## src/rtl/i2c_cfg_pkg.sv

```systemverilog
// Shared types for the camera register-LUT sequencer.
// Optional macro CFG_VERIFY_EN adds the write read-back states.
package i2c_cfg_pkg;

  typedef enum logic [3:0] {
    S_IDLE,
    S_PWR,
    S_FETCH,
    S_ISSUE,
    S_WAIT,
    S_DLY,
    S_NEXT,
    S_DONE,
    S_ERR
`ifdef CFG_VERIFY_EN
    ,
    S_VRD,
    S_VWAIT
`endif
  } state_e;

  localparam int unsigned CNT_W  = 32;
  localparam int unsigned MAX_AW = 16;
  localparam logic [MAX_AW-1:0] DELAY_MARK = '1;

endpackage

```

## src/rtl/cfg_delay_timer.sv

```systemverilog
// Loadable down-counter shared by power-up wait and delay entries.
// Counts to zero and holds; expired_o is high while the count is zero.
module cfg_delay_timer
  import i2c_cfg_pkg::*;
#(
  parameter int unsigned INIT = 0
) (
  input  logic             clk,
  input  logic             rst_n,
  input  logic             load_i,
  input  logic [CNT_W-1:0] val_i,
  output logic             expired_o
);

  logic [CNT_W-1:0] cnt_q;

  always_ff @(posedge clk or negedge rst_n) begin
    if (!rst_n) begin
      cnt_q <= CNT_W'(INIT);
    end else if (load_i) begin
      cnt_q <= val_i;
    end else if (cnt_q != '0) begin
      cnt_q <= cnt_q - 1'b1;
    end
  end

  assign expired_o = (cnt_q == '0);

endmodule

```

## src/rtl/i2c_cfg_sequencer.sv

```systemverilog
// Walks a camera register LUT and issues I2C register transactions.
// Optional macro CFG_VERIFY_EN: read back every write, retry on mismatch.
module i2c_cfg_sequencer
  import i2c_cfg_pkg::*;
#(
  parameter int unsigned REG_AW     = 8,
  parameter int unsigned DATA_W     = 8,
  parameter int unsigned LUT_DEPTH  = 173,
  parameter int unsigned LUT_AW     = 8,
  parameter int unsigned ID_ENTRIES = 2,
  parameter int unsigned PWR_WAIT   = 20000,
  parameter int unsigned DELAY_UNIT = 50000,
  parameter int unsigned RETRY_MAX  = 3
) (
  input  logic                     clk,
  input  logic                     rst_n,
  input  logic                     cfg_start,
  output logic [LUT_AW-1:0]        lut_index,
  input  logic [REG_AW+DATA_W-1:0] lut_data,
  output logic                     i2c_req,
  output logic                     i2c_rd,
  output logic [REG_AW-1:0]        i2c_addr,
  output logic [DATA_W-1:0]        i2c_wdata,
  input  logic                     i2c_done,
  input  logic                     i2c_nack,
  input  logic [DATA_W-1:0]        i2c_rdata,
  output logic                     cfg_busy,
  output logic                     cfg_done,
  output logic                     cfg_err,
  output logic [LUT_AW-1:0]        err_index
);

  localparam int unsigned RW = $clog2(RETRY_MAX + 2);

  state_e state_q, state_d;
  logic fph_q, fph_d;
  logic [LUT_AW-1:0] idx_q, idx_d;
  logic [LUT_AW-1:0] eidx_q, eidx_d;
  logic [REG_AW-1:0] addr_q, addr_d;
  logic [DATA_W-1:0] data_q, data_d;
  logic [RW-1:0] rty_q, rty_d, rty_inc;
  logic [REG_AW-1:0] lut_addr;
  logic [DATA_W-1:0] lut_wd;
  logic tmr_load, tmr_exp, is_id, retry_ok, vphase;
  logic [CNT_W-1:0] tmr_val;

  assign {lut_addr, lut_wd} = lut_data;
  assign is_id    = (32'(idx_q) < ID_ENTRIES);
  assign rty_inc  = rty_q + 1'b1;
  assign retry_ok = (32'(rty_inc) <= RETRY_MAX);

  cfg_delay_timer #(.INIT(PWR_WAIT)) u_tmr (
    .clk      (clk),
    .rst_n    (rst_n),
    .load_i   (tmr_load),
    .val_i    (tmr_val),
    .expired_o(tmr_exp)
  );

  always_ff @(posedge clk or negedge rst_n) begin
    if (!rst_n) begin
      state_q <= S_PWR;
      fph_q   <= 1'b0;
      idx_q   <= '0;
      eidx_q  <= '0;
      addr_q  <= '0;
      data_q  <= '0;
      rty_q   <= '0;
    end else begin
      state_q <= state_d;
      fph_q   <= fph_d;
      idx_q   <= idx_d;
      eidx_q  <= eidx_d;
      addr_q  <= addr_d;
      data_q  <= data_d;
      rty_q   <= rty_d;
    end
  end

  always_comb begin
    state_d  = state_q;
    fph_d    = fph_q;
    idx_d    = idx_q;
    eidx_d   = eidx_q;
    addr_d   = addr_q;
    data_d   = data_q;
    rty_d    = rty_q;
    tmr_load = 1'b0;
    tmr_val  = CNT_W'(PWR_WAIT);
    unique case (state_q)
      S_PWR: if (tmr_exp) begin
        state_d = S_FETCH;
        fph_d   = 1'b0;
      end
      // Two cycles so the LUT may be a registered ROM.
      S_FETCH: begin
        fph_d = 1'b1;
        if (fph_q) begin
          fph_d  = 1'b0;
          addr_d = lut_addr;
          data_d = lut_wd;
          if (lut_addr == DELAY_MARK[REG_AW-1:0]) begin
            tmr_load = 1'b1;
            tmr_val  = CNT_W'(lut_wd) * CNT_W'(DELAY_UNIT);
            state_d  = S_DLY;
          end else begin
            state_d = S_ISSUE;
          end
        end
      end
      S_ISSUE: state_d = S_WAIT;
      S_WAIT: if (i2c_done) begin
        if (i2c_nack) begin
          rty_d   = rty_inc;
          state_d = retry_ok ? S_ISSUE : S_ERR;
        end else if (is_id && (i2c_rdata != data_q)) begin
          state_d = S_ERR;
        end else begin
`ifdef CFG_VERIFY_EN
          state_d = is_id ? S_NEXT : S_VRD;
`else
          state_d = S_NEXT;
`endif
        end
      end
`ifdef CFG_VERIFY_EN
      S_VRD: state_d = S_VWAIT;
      S_VWAIT: if (i2c_done) begin
        if (i2c_nack || (i2c_rdata != data_q)) begin
          rty_d   = rty_inc;
          state_d = retry_ok ? S_ISSUE : S_ERR;
        end else begin
          state_d = S_NEXT;
        end
      end
`endif
      S_DLY: if (tmr_exp) state_d = S_NEXT;
      S_NEXT: begin
        rty_d = '0;
        if (idx_q == LUT_AW'(LUT_DEPTH - 1)) begin
          state_d = S_DONE;
        end else begin
          idx_d   = idx_q + 1'b1;
          state_d = S_FETCH;
        end
      end
      S_IDLE, S_DONE, S_ERR: if (cfg_start) begin
        state_d  = S_PWR;
        fph_d    = 1'b0;
        idx_d    = '0;
        eidx_d   = '0;
        rty_d    = '0;
        tmr_load = 1'b1;
      end
      default: state_d = S_IDLE;
    endcase
    if ((state_d == S_ERR) && (state_q != S_ERR)) eidx_d = idx_q;
  end

`ifdef CFG_VERIFY_EN
  assign vphase  = (state_q == S_VWAIT);
  assign i2c_req = (state_q == S_WAIT) || vphase;
`else
  assign vphase  = 1'b0;
  assign i2c_req = (state_q == S_WAIT);
`endif

  assign i2c_rd    = i2c_req & (is_id | vphase);
  assign i2c_addr  = addr_q;
  assign i2c_wdata = data_q;
  assign lut_index = idx_q;
  assign err_index = eidx_q;
  assign cfg_done  = (state_q == S_DONE);
  assign cfg_err   = (state_q == S_ERR);
  assign cfg_busy  = !((state_q == S_IDLE) || cfg_done || cfg_err);

endmodule

```

## config.mk

```make
export PLATFORM = sky130hd
export DESIGN_NAME = i2c_cfg_sequencer
export DESIGN_NICKNAME = d
export VERILOG_FILES = /design/src/rtl/i2c_cfg_pkg.sv /design/src/rtl/cfg_delay_timer.sv /design/src/rtl/i2c_cfg_sequencer.sv
export SDC_FILE = /design/constraint.sdc
export NUM_CORES = 1
export LEC_CHECK = 0
export ABC_AREA = 1
export BUFFER_PORTS_ARGS = -buffer_cell sky130_fd_sc_hd__buf_2
export CORE_ASPECT_RATIO = 0.8
export CORE_MARGIN = 2
export CORE_UTILIZATION = 40
export DETAILED_ROUTE_END_ITERATION = 8
export GPL_TIMING_DRIVEN = 0
export REMOVE_ABC_BUFFERS = 1
export SYNTH_ARGS = -nofsm -noshare
export SYNTH_HDL_FRONTEND = slang
export SYNTH_SLANG_ARGS = --single-unit
export TNS_END_PERCENT = 50
```

## constraint.sdc

```tcl
create_clock -name clk -period 1.8 [get_ports clk]
set_input_delay 0.36 -clock clk [delete_from_list [all_inputs] [get_ports clk]]
set_output_delay 0.36 -clock clk [all_outputs]
set_load 0.05 [all_outputs]
```

* Yosys cells after proc, flatten, opt, wreduce, memory -nomap -nowiden
Index checks and enable logic that the tools add are counted.
W data, S select, Z words.
** Cells by class
- Muxes and demuxes :: 33
- Magnitude comparators :: 2
- Shift operators :: 0
- Bitwise operators :: 1
- Reduce and logical (&&, ||, !) cells :: 20
- Eq/ne operators :: 18
- Multipliers :: 1
- Div/mod/pow operators :: 0
- Add/sub/neg operators :: 3
** Operators by type and width (count)
- $mux W24 :: 3
- $mux W32 :: 2
- $logic_not A32 Y1 :: 1
- $mux W4 :: 8
- $mux W8 :: 4
- $reduce_bool A32 Y1 :: 1
- $sub A32 B1 Y32 const B :: 1
- $pmux W4 S7 :: 1
- $mul A8 B12 Y20 const B :: 1
- $eq A4 B3 Y1 const B :: 4
- $eq A8 B8 Y1 const B :: 2
- $pmux W8 S2 :: 1
- $mux W3 :: 5
- $pmux W3 S3 :: 1
- $add A8 B1 Y8 const B :: 1
- $eq A4 B2 Y1 const B :: 2
- $eq A4 B4 Y1 const B :: 2
- $lt A8 B2 Y1 const B :: 1
- $ne A8 B8 Y1 :: 1
- $reduce_bool A2 Y1 :: 4
- $mux W1 :: 6
- $ne A2 B2 Y1 const B :: 3
- $reduce_and A3 Y1 :: 2
- $reduce_bool A3 Y1 :: 2
- other kinds (15) :: 19
** Storage, ports and cells
- Memories :: 0
- Flip-flop bits (word level) :: 72
- Output and inout port bits :: 37
- Latch bits :: 0
- Bits in writable memories :: 0
- Memory bits (read-only) :: 0
- Input port bits :: 29

* Depth between registers and ports, before layout
Gate-level depths: netlist of run 1.
- Word-level depth :: 10
- Depth in mapped cells :: 16
- Gate-level depth less buffers :: 16

* Modules after synthesis
Synthesis of run 1 repeated with hierarchy kept, for this count alone.
** Second synthesis, totals
- Cell total of the unflattened synthesis :: 828
- Area total of the unflattened synthesis :: 6040.8 um2
** Modules (own cells, without submodules)
- i2c_cfg_sequencer :: area each 3834.9 um2, cells an instance 501, times used 1, seq. area each 1002.2 um2
- cfg_delay_timer :: area each 2205.9 um2, cells an instance 327, times used 1, seq. area each 807.0 um2

* Least setup slack after synthesis of run 1
No wires, ideal clock.
- Kind :: input to register
- Start :: input lut_data[2]
- End :: register u_tmr.cnt_q[15]
- Data required time :: 1.673 ns
- Stages on the path :: 14
- Setup time :: 0.127 ns
- Slack :: -1.424 ns
- Arrival :: 3.098 ns
- Cells stage by stage :: ha_1 > ha_1 > inv_1 > fa_1 > inv_1 > fa_1 > ha_1 > a21oi_1 > nand2_1 > nand2_1 > nand2_1 > or2_2 > nand3_1 > a21oi_1
** On the way
- Word-level cells in the longest chain between the ends :: 5
** Ends and longest elaborated chain
- start, declared :: RTL line i2c_cfg_sequencer.sv:19 : input logic [REG_AW+DATA_W-1:0] lut_data,
- $mul A8 B12 Y20 :: RTL line i2c_cfg_sequencer.sv:104 : tmr_val = CNT_W'(lut_wd) * CNT_W'(DELAY_UNIT);
- $mux W24 :: RTL line i2c_cfg_sequencer.sv:102 : if (lut_addr == DELAY_MARK[REG_AW-1:0]) begin
- $mux W24 :: RTL line i2c_cfg_sequencer.sv:98 : if (fph_q) begin
- $mux W24 :: RTL line i2c_cfg_sequencer.sv:90 : unique case (state_q)
- $mux W32 :: RTL line cfg_delay_timer.sv:20 : end else if (load_i) begin
- end signal, assigned :: RTL line cfg_delay_timer.sv:19 : cnt_q <= CNT_W'(INIT);
- end signal, assigned :: RTL line cfg_delay_timer.sv:21 : cnt_q <= val_i;
- end signal, assigned :: RTL line cfg_delay_timer.sv:23 : cnt_q <= cnt_q - 1'b1;
- end, declared :: RTL line cfg_delay_timer.sv:15 : logic [CNT_W-1:0] cnt_q;
Every way passes these cells.
A chain may end at the register's enable or synchronous reset.

* Worst setup path after layout of run 1
- Start :: input lut_data[5]
- End :: register u_tmr.cnt_q[23]
The elaborated chain is that of the path after synthesis.

==> results of run 1 <==
==> metrics by stage <==
stage / hold WS [ps] / setup TNS [ps] / utilization [%] / instance area (um2)
final: 220 / -14300 / 56.9 / 8050
after CTS: 211 / -13630 / 52.1 / 7370
after global routing: 236 / -16770 / 56.9 / 8050
after global placement: 457 / -48580 / 43.9 / 6210
after detailed placement: 243 / -40850 / 44.1 / 6240
after floorplan: 64.4 / -24230 / - / 5660
==> cell families after synthesis <==
logic type               share of synthesized area (%)
AO/OA/AOI/OAI                                     7.96
XOR/XNOR                                          5.20
adder cells (fa/ha/maj)                           16.9
buffers and inverters                             5.82
flip-flops                                        31.6
AND/OR/NAND/NOR                                   32.5
==> state kept, by name, summed over array words and instances, names as in the netlist <==
name         flops
state_q          4
rty_q            3
i2c_wdata        8
fph_q            1
lut_index        8
err_index        8
i2c_addr         8
u_tmr.cnt_q     32
==> cell type report <==
class,instances,share of cell area [%]
Multi-Input combinational cell,597,54.2
Sequential cell,72,22.6
Timing Repair Buffer,135,13.1
Inverter,70,3.65
Clock buffer,11,2.89
Tap cell,184,2.86
Clock inverter,5,0.730
==> critical path: cells and delay by family <==
family	cells	cell delay, ps
simple gates	7	800
compound gates	1	130
fa+ha+maj	5	1730
buf+inv	1	150
==> Yosys cell counts, types with 2 or more instances <==
| library cell | number | share of area [%] |
|---|---|---|
| o21a_1 | 2 | 0.26 |
| a31oi_1 | 3 | 0.33 |
| buf_6 | 2 | 0.39 |
| xnor2_1 | 14 | 2.1 |
| nand3b_1 | 5 | 0.66 |
| nor2_8 | 3 | 1.0 |
| o21ai_1 | 3 | 0.26 |
| nor2_1 | 93 | 6.1 |
| fa_1 | 12 | 4.2 |
| a21oi_1 | 37 | 3.2 |
| nand4_1 | 14 | 1.5 |
| ha_1 | 58 | 13 |
| or2_2 | 7 | 0.77 |
| nor2_2 | 6 | 0.66 |
| clkbuf_1 | 3 | 0.20 |
| o311ai_0 | 3 | 0.46 |
| dfrtp_1 | 66 | 29 |
| nand2_4 | 2 | 0.39 |
| xor2_1 | 20 | 3.1 |
| nand2_2 | 3 | 0.33 |
| nand2_1 | 196 | 13 |
| inv_2 | 10 | 0.66 |
| nor3_1 | 14 | 1.2 |
| dfstp_2 | 6 | 2.8 |
| buf_2 | 4 | 0.35 |
| o21ai_0 | 31 | 2.7 |
| inv_1 | 59 | 3.9 |
| nor2_4 | 4 | 0.79 |
| nand3_1 | 54 | 4.7 |
==> power breakdown <==
part           switching (mW)  total, mW  internal, mW
clock network           0.729       1.80          1.07
registers               0.400       2.46          2.06
logic                    3.90       6.49          2.59
==> placed cells by master, fill, tap and decap left out, types with 17 or more instances in the layout <==
master,synthesis,final
a21oi_2,0,19
buf_2,4,53
buf_4,1,61
dfrtp_1,66,60
ha_1,58,34
ha_4,0,23
inv_1,59,49
nand2_1,196,174
nand2_2,3,17
nand3_1,54,36
nand3_2,0,17
nor2_1,93,74
nor2_2,6,17
o21ai_0,31,24
xor2_1,20,20
==> layer usage <==
layer	global-route usage (%)	wire [um]	vias up
met5	0	0	-
met4	6.80	283	0
met3	5.44	904	30
met2	31.8	7290	150
met1	31.4	7890	2582
li1	-	-	2745
==> path summary, 6_finish.rpt <==
kind | from | endpoint | slack (ps)
setup / recovery | lut_data[5] | u_tmr.cnt_q[23] | -1100
hold / removal | lut_data[12] | i2c_addr[4] | 220
setup reg to reg | state_q[2] | u_tmr.cnt_q[12] | -20
hold reg to reg | i2c_addr[0] | i2c_addr[0] | 470
max in group asynchronous | rst_n | state_q[0] | 780
min in group asynchronous | rst_n | u_tmr.cnt_q[30] | 420
==> repair_timing <==
item	in CTS	in global routing
resized for setup	120	94
endpoints found under the hold margin	15	0
endpoints found under the setup margin	58	60
pin swaps	44	46
hold buffers	1	0
buffers inserted	25	44
cloned	2	0
==> out/qor.yml, run 1 <==
outcome: "finished with violations"
violations: "setup timing"
antenna_found_initial: 0
grt-ovfl-total: 0
route.detailed.drc: 0
path_clk_slew_ps: 60
dr.pass1.iters: 5
dp_slack_ps: -2000
vias_per_cell: 5.13
final-seq-area_um2: 1820
clock_path_buffers: 2
reg2regPathDepth: 13
drive_above_1_share_pct: 36.9
setup_viol: 17
layout_worst_path_cycle_share_pct: 161
slowest_delay_ps: 470
worst_slack_ps: -1100
period_needed_ps: 2900
gp_congestion: 0.883
hold_class: "primary input to flop"
p_leak_nw: 3.90
synthFlopType: "dfrtp_1"
worst_pin_slew_ps: 451
yosys_warnings: 0
ant_nets: 0
grt_max_degree: 58
synth_cell_types: 43
grt_pass1_vias: 5292
syn_area_um2: 5720
drt_iter0_drc: 369
skew_ps: 9.28
drv_slew: 0
worst-path-max-fanout: 5
endpoint_kind: "flop"
vias: 5507
coreArea_um2: 14200
rows: 39
synthArstFlopShare_pct: 100
multi_input_area_um2: 4370
grt_usage_pct: 21.7
finalNetCount: 984
initial_core_util_pct: 40.4
max_freq_mhz: 345
fp.dieW_um: 138
htreeDepth: 3
grt_first_pass_wirelength_um: 26400
total_power_mw: 10.8
dieHeight_um: 111
dp_hpwl_um: 10800
finalHoldViolations: 0
pin_count: 66
dp.cells: 987
holdPathStages: 3
cp_cell_sequence: "buf_4, ha_4, fa_1, fa_1, ha_1, ha_4, nand2_1, nor2_1, nor2_2, nand2_4, nand3_2, nand3b_1, nand3_2, a21oi_2"
cp.arrival_ps: 3170
slew_headroom_pct: 69.9
synth_edf_count: 0
root_buffer: "clkbuf_16"
maxCapViolCount: 0
diodes: 0
synth-seq-cells: 72
insertion_delay_ps: 350
powerDensity_nw_per_um2: 1340
cts_sinks: 72
cts_tree: "done"
cts_made_buffers: 9
wl_per_cell_um: 15.2
ir_worst_vdd_mv: 0.875
synthCells: 748
area_delta_synth_final_pct: 40.7
ys_seq_area_share_pct: 31.6
syn_avg_cell_area_um2: 7.65
crit_required_ps: 2080
fin_cells: 1074
fill_cells: 1254
dieArea_um2: 15300
crit_path_start_kind: "primary input"
wl_um: 16400
cpMaxStageDelayCell: "fa_1"
crit_type: "primary input to flop"
rsz0062_at_grt: "yes"
io_buffers: 65
Note: power is estimated with default switching activity, not from simulation.
==> inputs of run 2 (changes only) <==
- CORE_UTILIZATION: 40 -> 30
==> run 2 against run 1 <==
  * The run still ends with setup timing left
  * Sequential share of layout area up 0.13 points
  * Maximum frequency increased by 1.7%
  * Sequential cell count unchanged
  * Critical endpoint is now u_tmr.cnt_q[16]
  * Final area fell by 0.51%
==> out/qor.yml, run 2 (same netlist as run 1, synthesis figures left out) <==
ir_worst_vdd_mv: 0.744
rsz0062_at_grt: "yes"
top_register: "u_tmr.cnt_q"
crit_path_start_kind: "primary input"
cts_tree: "done"
cpMaxStageDelayCell: "fa_2"
dr.pass1.iters: 5
vias_per_cell: 4.74
vias: 5388
dieHeight_um: 128
dp_hpwl_um: 10800
placed_area_um2: 6340
worst-path-max-fanout: 4
wl_um: 15800
drv_slew: 0
ant_nets: 0
maxCapViolCount: 0
slowest_delay_ps: 550
fill_cells: 1823
route.detailed.drc: 0
final-seq-area_um2: 1820
wl_per_cell_um: 13.9
p_leak_nw: 3.82
initial_core_util_pct: 30.3
dieArea_um2: 20200
r2r_slack_ps: -10
endpoint_kind: "flop"
htreeDepth: 3
grt_pass1_vias: 4988
grt_max_degree: 57
insertion_delay_ps: 350
cp.arrival_ps: 3120
period_needed_ps: 2850
grt_usage_pct: 15.7
path_clk_slew_ps: 60
final_cell_mix: "175 x nand2_1, 77 x nor2_1, 59 x dfrtp_1"
largest_reg_flops: 32
timing.critical_path.mode_cell: "nand2_2"
clock_path_buffers: 2
cts_made_buffers: 9
fin_cells: 1136
design_area_um2: 8010
finalNetCount: 972
crit_type: "primary input to flop"
setup_viol: 17
gp_congestion: 0.830
rows: 45
pin_count: 66
multi_input_area_um2: 4340
coreArea_um2: 18900
finalHoldViolations: 0
max_freq_mhz: 351
cp_cell_sequence: "buf_12, ha_4, ha_4, inv_2, fa_1, inv_2, fa_2, ha_4, nand3_2, nand2_2, nand2_2, nand2_4, nand2_2, nand2_2, a21oi_1, o21ai_1, a21oi_1"
crit_buf_inv: 3
critPathTopFamily: "adder cells"
dp.cells: 1061
diodes: 0
cts_sinks: 72
drive_above_1_share_pct: 35.1
grt-ovfl-total: 0
area_delta_synth_final_pct: 40.0
final_common_cell: "nand2_1"
reg2reg_to: "u_tmr.cnt_q[16]"
antenna_found_initial: 0
reg2regPathDepth: 11
timing.rr.start: "state_q[0]"
skew_ps: 11.2
hp-start: "lut_data[13]"
io_buffers: 65
holdPathStages: 3
hold_class: "primary input to flop"
layout_worst_path_cycle_share_pct: 158
drt_iter0_drc: 330
root_buffer: "clkbuf_16"
worst_pin_slew_ps: 466
outcome: "finished with violations"
grt_first_pass_wirelength_um: 24900
fp.dieW_um: 158
holdPathEnd: "i2c_addr[5]"
worst_slack_ps: -1050
powerDensity_nw_per_um2: 1290
violations: "setup timing"
slew_headroom_pct: 68.9
crit_required_ps: 2070
## run 2: cell count changes in the layout (fill, tap and decap cells not counted), sizes merged
cell / previous run / this run
clkinvlp: 3 / 0
clkinv: 2 / 4
buf: 134 / 121
inv: 69 / 70
nand2: 201 / 202
bufinv: 1 / 0
clkbuf: 11 / 12
## run 2: metal layers
layer  routed length, um  part of all wire (%)  vias up  global-route usage (%)
met5                   0                     0        -                       0
met4                 248                   1.6        0                    3.87
met3                 861                   5.4       23                    3.53
met2                6940                    44      157                    23.2
met1                7790                    49     2493                    23.0
li1                    -                     -     2715                       -
## run 2: metrics by stage
step / setup WS (ps) / TNS (ps) / hold WS (ps) / power [mW] / utilization [%]
floorplan: -1430 / -24230 / 64.4 / 5.66 / -
global placement: -1970 / -48610 / 452 / 6.66 / 33.4
detailed placement: -2020 / -38780 / 253 / 6.70 / 33.6
CTS: -993 / -13550 / 216 / 9.43 / 39.4
global route: -1140 / -16190 / 230 / 11.0 / 42.5
finish: -1050 / -13980 / 226 / 10.3 / 42.5
## run 2: what timing repair did
action | in CTS | in global routing
pin swaps | 38 | 52
setup buffers | 26 | 29
endpoints found under the setup margin | 58 | 55
gates resized for setup | 119 | 86
endpoints found under the hold margin | 16 | 0
hold buffers | 1 | 0
gates cloned | 2 | 1
## run 2: worst max path at each step
stage | startpoint | endpoint | slack, ps | cells after the start
floorplan | lut_data[2] | u_tmr.cnt_q[15] | -1430 | 14
global placement | lut_data[6] | u_tmr.cnt_q[21] | -1970 | 15
detailed placement | lut_data[6] | u_tmr.cnt_q[21] | -2020 | 15
CTS | lut_data[4] | u_tmr.cnt_q[21] | -990 | 17
global route | lut_data[4] | u_tmr.cnt_q[16] | -1140 | 17
finish | lut_data[4] | u_tmr.cnt_q[16] | -1050 | 17
## run 2: cell type report
class | count | share of cell area (%)
Multi-Input combinational cell | 598 | 54.1
Sequential cell | 72 | 22.7
Timing Repair Buffer | 122 | 11.8
Tap cell | 258 | 4.03
Inverter | 70 | 3.72
Clock buffer | 12 | 3.20
Clock inverter | 4 | 0.437
## run 2: worst min-delay path, cell delays in order
cell     delay, ps
buf_2           90
nand2_1         50
nand2_1         50
## run 2: power breakdown
group          internal, mW  leakage, nW  switching (mW)  total (mW)
Combinational          2.36         2.78            3.80        6.16
Clock                  1.02        0.144           0.716        1.74
Sequential             2.06        0.894           0.367        2.43
==> inputs of run 3 (changes only) <==
- SKIP_LAST_GASP: unset -> 1
- clock period: 1.8 -> 3.4 ns (I/O delays scaled with it)
==> run 3 against run 2 <==
  * The flow now finishes without violations
  * Register-to-register slack better by 900 ps
  * Count of clock-buffer cells in the layout is the same
  * Final cell count shrank 4.8%
  * Sequential cell count stayed put
  * Wire length is 11% lower
  * Worst hold slack got worse by 20 ps
==> out/qor.yml, run 3 (same netlist as run 1, synthesis figures left out) <==
reg2regPathDepth: 13
slowest_delay_ps: 550
largest_reg_flops: 32
timing.rr.start: "state_q[3]"
rsz0062_at_grt: "yes"
antenna_found_initial: 0
initial_core_util_pct: 30.3
vias_per_cell: 4.64
period_needed_ps: 3300
cp_cell_sequence: "buf_4, ha_4, ha_1, inv_1, fa_1, inv_1, fa_2, ha_4, a21oi_2, nand2_2, nand2_2, nand2_2, or2_2, nand3_1, a21oi_1"
r2r_slack_ps: 890
grt_first_pass_wirelength_um: 22900
crit_type: "primary input to flop"
io_buffers: 65
layout_worst_path_cycle_share_pct: 97.1
dieArea_um2: 20200
ant_nets: 0
drt_iter0_drc: 306
dieHeight_um: 128
reg2reg_to: "u_tmr.cnt_q[1]"
hold_ws_ps: 206
fp.dieW_um: 158
finalNetCount: 917
timing.critical_path.mode_cell: "nand2_2"
fill_cells: 1941
cts_sinks: 72
pin_count: 66
wl_per_cell_um: 13.0
grt_max_degree: 57
clock_path_buffers: 2
rows: 45
cpMaxStageDelayCell: "fa_2"
outcome: "finished, final reports clean"
grt_usage_pct: 14.4
design_area_um2: 6920
wl_um: 14100
crit_start: "lut_data[2]"
insertion_delay_ps: 350
coreArea_um2: 18900
final_cell_mix: "188 x nand2_1, 90 x nor2_1, 66 x dfrtp_1"
crit_path_start_kind: "primary input"
critPathTopFamily: "adder cells"
slew_headroom_pct: 60.1
diodes: 0
skew_ps: 11.3
cp.arrival_ps: 3510
powerDensity_nw_per_um2: 679
root_buffer: "clkbuf_16"
crit_required_ps: 3610
drive_above_1_share_pct: 20.8
route.detailed.drc: 0
cts_made_buffers: 9
p_leak_nw: 3.48
setup_viol: 0
grt_pass1_vias: 4569
top_register: "u_tmr.cnt_q"
dp_hpwl_um: 10800
area_delta_synth_final_pct: 20.9
finalHoldViolations: 0
drv_slew: 0
worst_pin_slew_ps: 594
crit_buf_inv: 3
hold_class: "primary input to asynchronous set/reset pin"
gp_congestion: 0.830
cts_tree: "done"
final_common_cell: "nand2_1"
ir_worst_vdd_mv: 0.373
vias: 5012
path_clk_slew_ps: 60
max_freq_mhz: 303
endpoint_kind: "flop"
placed_area_um2: 6340
grt-ovfl-total: 0
maxCapViolCount: 0
worst-path-max-fanout: 5
dr.pass1.iters: 5
htreeDepth: 3
## run 3: cell count changes in the layout (fill, tap and decap cells not counted), sizes merged
cell         change
nor2             -2
buf             -52
dlygate4sd3      -1
clkinv           -2
clkbuf           +1
inv              +2
nand2            -1
## run 3: worst max path at each step
stage	to	slack, ps	depth (start not counted)
detailed placement	u_tmr.cnt_q[21]	-740	15
finish	u_tmr.cnt_q[15]	100	15
CTS	u_tmr.cnt_q[21]	-10	15
floorplan	u_tmr.cnt_q[15]	-150	14
global route	u_tmr.cnt_q[15]	-20	15
global placement	u_tmr.cnt_q[21]	-690	15
## run 3: stage by stage
step / power [mW] / utilization, % / worst slack (ps) / cells / setup TNS (ps)
final: 4.70 / 36.7 / 99.0 / 1081 / 0
after global routing: 5.08 / 36.7 / -18.6 / 1081 / -32.5
after CTS: 4.57 / 35.6 / -13.6 / 1078 / -13.6
after detailed placement: 3.55 / 33.6 / -744 / 1061 / -6280
after global placement: 3.53 / 33.4 / -694 / 1060 / -5910
after floorplan: 3.00 / - / -154 / 737 / -603
## run 3: cell type report
type	instances	area [um2]	area share (%)
clock buffers	12	256	3.71
clock inverters	4	35.0	0.506
inverters	70	268	3.87
multi-input cells	595	3830	55.4
flip-flops and latches	72	1810	26.2
well taps	258	323	4.67
repair buffers	70	397	5.73
## run 3: routing by layer
metal | up-vias | wire [um] | track usage, %
li1 | 2603 | - | -
met1 | 2273 | 7420 | 21.8
met2 | 118 | 5790 | 20.1
met3 | 18 | 692 | 3.49
met4 | 0 | 199 | 3.76
met5 | - | 0 | 0
## run 3: report_power, final
| group | total, mW | switching [mW] | internal [mW] |
|---|---|---|---|
| logic | 2.49 | 1.67 | 0.820 |
| clock network | 0.921 | 0.380 | 0.541 |
| registers | 1.28 | 0.196 | 1.09 |
## run 3: worst reg2reg max path, delay by kind of cell (launching register included)
| kind | cells | cell delay, ps |
|---|---|---|
| flip-flops | 1 | 420 |
| buffers and inverters | 5 | 750 |
| AND/OR/NAND/NOR | 7 | 1170 |
| AO/OA/AOI/OAI | 1 | 80 |
## run 3: timing repair
item | CTS | global route
cloned | 0 | 0
setup buffers | 1 | 3
resized for setup | 11 | 40
hold buffers | 0 | 0
endpoints found under the setup margin | 11 | 11
pin swaps | 4 | 17
